## src/rtl/mips_pkg.sv

```systemverilog
// Shared MIPS datapath definitions: register indices and default widths.
package mips_pkg;

    localparam int DATA_W_DEF = 32;
    localparam int ADDR_W_DEF = 5;

    localparam logic [4:0] REG_ZERO = 5'd0;
    localparam logic [4:0] REG_RA   = 5'd31;

endpackage

```

## src/rtl/register_file.sv

```systemverilog
// Architectural register file: one synchronous write port, two combinational
// read ports with write-to-read bypass and a hardwired-zero $0.
module register_file
    import mips_pkg::*;
#(
    parameter int DATA_W = DATA_W_DEF,
    parameter int ADDR_W = ADDR_W_DEF
) (
    input  logic              clk,
    input  logic              reset,
    input  logic              reg_write,
    input  logic [ADDR_W-1:0] write_reg,
    input  logic [DATA_W-1:0] write_data,
    input  logic [ADDR_W-1:0] read_reg1,
    input  logic [ADDR_W-1:0] read_reg2,
    output logic [DATA_W-1:0] read_data1,
    output logic [DATA_W-1:0] read_data2
);

    localparam int DEPTH = 2 ** ADDR_W;
    localparam logic [ADDR_W-1:0] ZERO_IDX = ADDR_W'(REG_ZERO);

    logic [DATA_W-1:0] r_regs [DEPTH];

    logic                       w_wr_en;
    logic [1:0][ADDR_W-1:0]     w_raddr;
    logic [1:0][DATA_W-1:0]     w_rdata;

    // Gate on reg_write first so an unknown index with no write is harmless.
    assign w_wr_en = reg_write && (write_reg != ZERO_IDX);

    always_ff @(posedge clk) begin
        if (reset) begin
            for (int i = 0; i < DEPTH; i++) begin
                r_regs[i] <= '0;
            end
        end else if (w_wr_en) begin
            r_regs[write_reg] <= write_data;
        end
    end

    assign w_raddr[0] = read_reg1;
    assign w_raddr[1] = read_reg2;

    // Bypass compare runs alongside the array mux; only the final mux is serial.
    for (genvar p = 0; p < 2; p++) begin : g_rd
        logic              w_zero;
        logic              w_hit;
        logic [DATA_W-1:0] w_arr;

        assign w_arr  = r_regs[w_raddr[p]];
        assign w_zero = (w_raddr[p] == ZERO_IDX);
        assign w_hit  = reg_write && (write_reg == w_raddr[p]) && !w_zero;

        assign w_rdata[p] = reset  ? '0 :
                            w_hit  ? write_data :
                            w_zero ? '0 :
                                     w_arr;
    end

    assign read_data1 = w_rdata[0];
    assign read_data2 = w_rdata[1];

endmodule
```

## config.mk

```make
export PLATFORM = sky130hd
export DESIGN_NAME = register_file
export DESIGN_NICKNAME = d
export VERILOG_FILES = /design/src/rtl/mips_pkg.sv /design/src/rtl/register_file.sv
export SDC_FILE = /design/constraint.sdc
export NUM_CORES = 2
export LEC_CHECK = 0
export ABC_AREA = 1
export CAP_MARGIN = 40
export CORE_MARGIN = 5
export CORE_UTILIZATION = 40
export DETAILED_ROUTE_END_ITERATION = 10
export DONT_BUFFER_PORTS = 1
export PLACE_DENSITY_LB_ADDON = 0.12
export SLEW_MARGIN = 20
export SYNTH_ARGS = -nofsm -noshare
export SYNTH_HDL_FRONTEND = slang
export SYNTH_SLANG_ARGS = --single-unit
```

## constraint.sdc

```tcl
create_clock -name clk -period 2.5 [get_ports clk]
set_clock_uncertainty 0.05 [all_clocks]
set_input_delay 0.25 -clock clk [delete_from_list [all_inputs] [get_ports clk]]
set_output_delay 0.25 -clock clk [all_outputs]
set_load 0.02 [all_outputs]
```

# == After elaboration in Yosys (flattened, before gate mapping) ==
# Memory sizes are Yosys's and may differ from the RTL's.
# Cells that the tools add are included.
# word_totals
register_bits,0
mem_bits_rw,1024
inputBits,50
wordCells,28
mem_count,1
# mem_list
name,depth,word_bits,rd,rd_ports_with_merged_regs,wr,line_no,source
r_regs,32,32,2,0,32,register_file.sv:23,logic [DATA_W-1:0] r_regs [DEPTH];
# op_classes
n_eq_ne,2
mux,14
n_reduce_logical,11
# op_table
operator,n
two-way mux 32 bit,7
OR reduction 32 bit,1
equality test 5 bit,2
zero test 5 bit,2
two-way mux 1 bit,6
logical AND 1 bit,5
two-way mux 5 bit,1
nonzero test 5 bit,1
zero test 1 bit,2

# == Longest topological paths before layout ==
# logic_depth
word_depth,7
ltp_mapped,12

# == Worst setup path before layout ==
# Ideal clock, no wire load.
# synth_timing
kind,input port to flip-flop
from,input port write_reg[3]
to,"memory r_regs[14][0] (netlist bit), enable pin"
setup_ps,478
t_arrival_ps,2074
required_ps,1972
slack_ps,-102
stages,8
path_buffers,2
cell_sequence,clkbuf_1 -> nor3_2 -> inv_2 -> o21ai_1 -> nor3_2 -> nand2_1 -> clkbuf_1 -> nand2_1
# synth_rtl
element,line_no,source
from (decl),register_file.sv:12,"input logic [ADDR_W-1:0] write_reg,"
to (decl),register_file.sv:23,

# == Worst setup path after layout ==
# layout_timing
from,input port read_reg2[0]
to,output port read_data2[0]
# layout_via
elab_chain_cells,5
word_cells_on_any_way,9
cone_classes,1 x eq/ne; 3 x mux; 4 x reduce/logical; 1 x memory
# layout_rtl
element,line_no,source
from (decl),register_file.sv:15,"input logic [ADDR_W-1:0] read_reg2,"
branches (longest 3 deep; another with memory read (32 x 32 bit)),-,
two-way mux 32 bit *,register_file.sv:56,w_hit ? write_data :
two-way mux 32 bit *,register_file.sv:55,assign w_rdata[p] = reset ? '0 :
to (decl),register_file.sv:17,output logic [DATA_W-1:0] read_data2
# Mark *: on every way between the ends.

==> impl_metrics.ini <==
[route]
viasPerCell = 5.961
routedWlPerCell_um = 27.58
dr_total_vias = 55590
antenna_left = 0
first_pass_iters = 7
wl_um = 257200
drc = 0
drtIter0Drc = 8985

[global_route]
antenna_found_initial = 10
grt_pass1_wl_um = 359500
grt_max_degree = 515
grt_pass1_vias = 51670
gr-total-overflow = 0
track_usage = 0.3241

[placed_design]
port-buffer-count = 0
dp_cells = 9002
gp_congestion = 0.8904
hpwl_um = 142000

[worst_setup_path]
cp_data_required_time_ns = 2.20
cp_num_buf_inv = 3
critPathLaunchType = input pin
critPathArrivalTime_ns = 3.07
slowest_stage = xor2_1
cp_slowest_stage_delay_ns = 0.55
crit_chain = xor2_1 > nor3_1 > nand3_4 > buf_12 > buf_4 > o21ai_0 > a21oi_2 > buf_6
cp_max_fo = 514
critical_path_class = in2out
path_delay_family = simple AND/OR/NAND/NOR gates
end_kind = output port
critPathLaunch = read_reg2[0]

[layout]
reg_top3 = r_regs: 1024 flops
area_delta_synth_final_pct = 23.82
nFillCells = 13400
fin_cells = 9326
regMostFlops = r_regs
drive_above_1_share = 0.1683
final_nets = 7378
largest_reg_flops = 1024

[power_and_ir_drop]
comb_power_share = 0.164
p_seq_frac = 0.463
finalPower_mw = 43.93
static-leakage-power_nw = 28.83
powerDensity_mw_per_mm2 = 625.4
p_sw_mw = 12.50
power.internal_mw = 31.43
power.share.clock = 0.373
p_sw_frac = 0.2846
ir_drop_uv = 589.7

[timing]
tightest_slew_ns = 1.725
rsz0062_at_grt = true
slew_violations = 135
hold_violations = 0
relSlewSlack = -0.1503
fin_crit_sh = 1.349
worst_slack_ns = -0.8726
finalSetupViolations = 64
fmax_mhz = 296.5
period_minus_slack_ns = 3.373

[min_path]
hold_start = write_reg[0]
hold_path_class = in2reg

[synthesis]
synthCells = 7284
synth-seq-cells = 1024
yosysSeqAreaShare = 0.5420
syn-cell-area_sq_mm = 0.05673
synth_warnings = 0
syn_area_per_cell_sq_um = 7.789
yosysUniqueCellTypes = 19

[floorplanning]
die_height_um = 386.6
die_w_um = 386.6
die_area_sq_mm = 0.1495
start_util = 0.4017
rows = 138
boundaryPins = 114
coreArea_sq_mm = 0.1412

[cts]
clockRootBuffer = clkbuf_16
cts_buffers = 118
cts_tree = done
clkTransAtPathRegs_ns = 0.06
cts.sinks = 1024
clockBufferDepth = 3
htreeDepth = 3

[outcome]
status = finished with violations
failed_checks = max-slew violations, negative setup slack

[run]
maxCapViolCount = 0
-- tightest hold or removal path, delay by kind of cell --
family / cells / cell delay [ns]
AND/OR/NAND/NOR: 3 / 0.29
buffers and inverters: 1 / 0.15
-- area by class of cell --
type	count	area (sq um)	area share
repair inverters	1	30.03	0.0004275
well taps	1890	2365	0.03367
clock inverters	60	440.4	0.006270
flip-flops and latches	1024	30750	0.4378
multi-input cells	5574	26440	0.3764
repair buffers	553	6788	0.09663
inverters	56	310.3	0.004417
diodes	16	40.04	0.0005700
clock buffers	152	3080	0.04385
-- Yosys cell counts --
master	instances	area, sq um
buf_2	70	350.3
conb_1	1	3.750
nor4_1	2	12.51
inv_2	12	45.04
nor2_1	995	3735
xor2_1	5	43.79
nand2_1	2662	9992
o21ai_0	35	175.2
nor3_1	9	45.04
buf_1	42	157.7
nand3_1	1764	8828
inv_1	42	157.7
o21ai_1	1	5.000
nor4_2	1	12.51
nor3_2	2	20.02
a21oi_1	66	330.3
edfxtp_1	1024	30750
clkbuf_1	549	2061
clkinv_1	2	7.510
-- repair_timing --
| action | 4_1_cts | 5_1_grt |
|---|---|---|
| gates cloned | 2 | 22 |
| endpoints found under the hold margin | 547 | 0 |
| endpoints found under the setup margin | 64 | 64 |
| gates resized for setup | 333 | 440 |
| hold buffers | 32 | 0 |
| pin swaps | 123 | 194 |
| buffers inserted | 3 | 47 |
-- worst paths after layout --
check        endpoint  cells after the start
max     read_data2[0]                      8
min    r_regs[25][12]                      4
-- cell families after synthesis --
logic type | after synthesis | share of synthesized area
simple gates | 5435 | 0.3992
buf+inv | 717 | 0.04898
other cells | 1 | 0.00006610
flops | 1024 | 0.5420
xor+xnor | 5 | 0.0007719
compound gates | 102 | 0.008998
-- routing by layer --
metal,part of all wire,global-route usage,wire length [um]
met2,0.44,0.4897,112400
met4,0.045,0.1364,11680
met3,0.13,0.08524,33490
met1,0.39,0.4428,99660
met5,0,0,0
-- per-stage QoR --
| stage | setup slack (ns) | TNS, ns | hold slack, ns | util | area (sq um) |
|---|---|---|---|---|---|
| 2_1_floorplan | -0.1018 | -24.79 | 0.4508 | - | 56880 |
| 3_3_place_gp | -0.3478 | -4.811 | 0.3193 | 0.4381 | 61870 |
| 3_5_place_dp | -0.2849 | -4.384 | 0.3193 | 0.4381 | 61870 |
| 4_1_cts | -0.09476 | -1.444 | 0.001223 | 0.4770 | 67370 |
| 5_1_grt | -0.2908 | -9.222 | 0.04874 | 0.4972 | 70220 |
| 6_report | -0.8726 | -31.12 | 0.05509 | 0.4973 | 70240 |
-- placed cells by master (no fill, tap or decap), types with 16 or more instances in the layout --
cell type / instances
buf_4: 272
buf_16: 16
buf_6: 85
nand3_1: 1492
nand2_1: 2443
buf_12: 122
diode_2: 16
clkinv_2: 21
clkbuf_1: 34
nor2_1: 995
nand2_2: 202
nand3_4: 86
dlygate4sd3_1: 31
conb_1: 32
nand3_2: 186
inv_1: 37
clkinv_1: 29
nand2_4: 17
clkbuf_16: 137
a21oi_4: 28
o21ai_0: 35
a21oi_2: 33
edfxtp_1: 1024
-- power groups by stage --
stage / Combinational, mW / Sequential, mW / Clock [mW]
floorplan: 3.62 / 20.5 / 0
global placement: 5.90 / 20.6 / 0
detailed placement: 5.93 / 20.7 / 0
CTS: 6.42 / 20.3 / 16.5
global route: 7.58 / 20.4 / 17.2
finish: 7.20 / 20.3 / 16.4
Power figures use the tool's default switching activity.
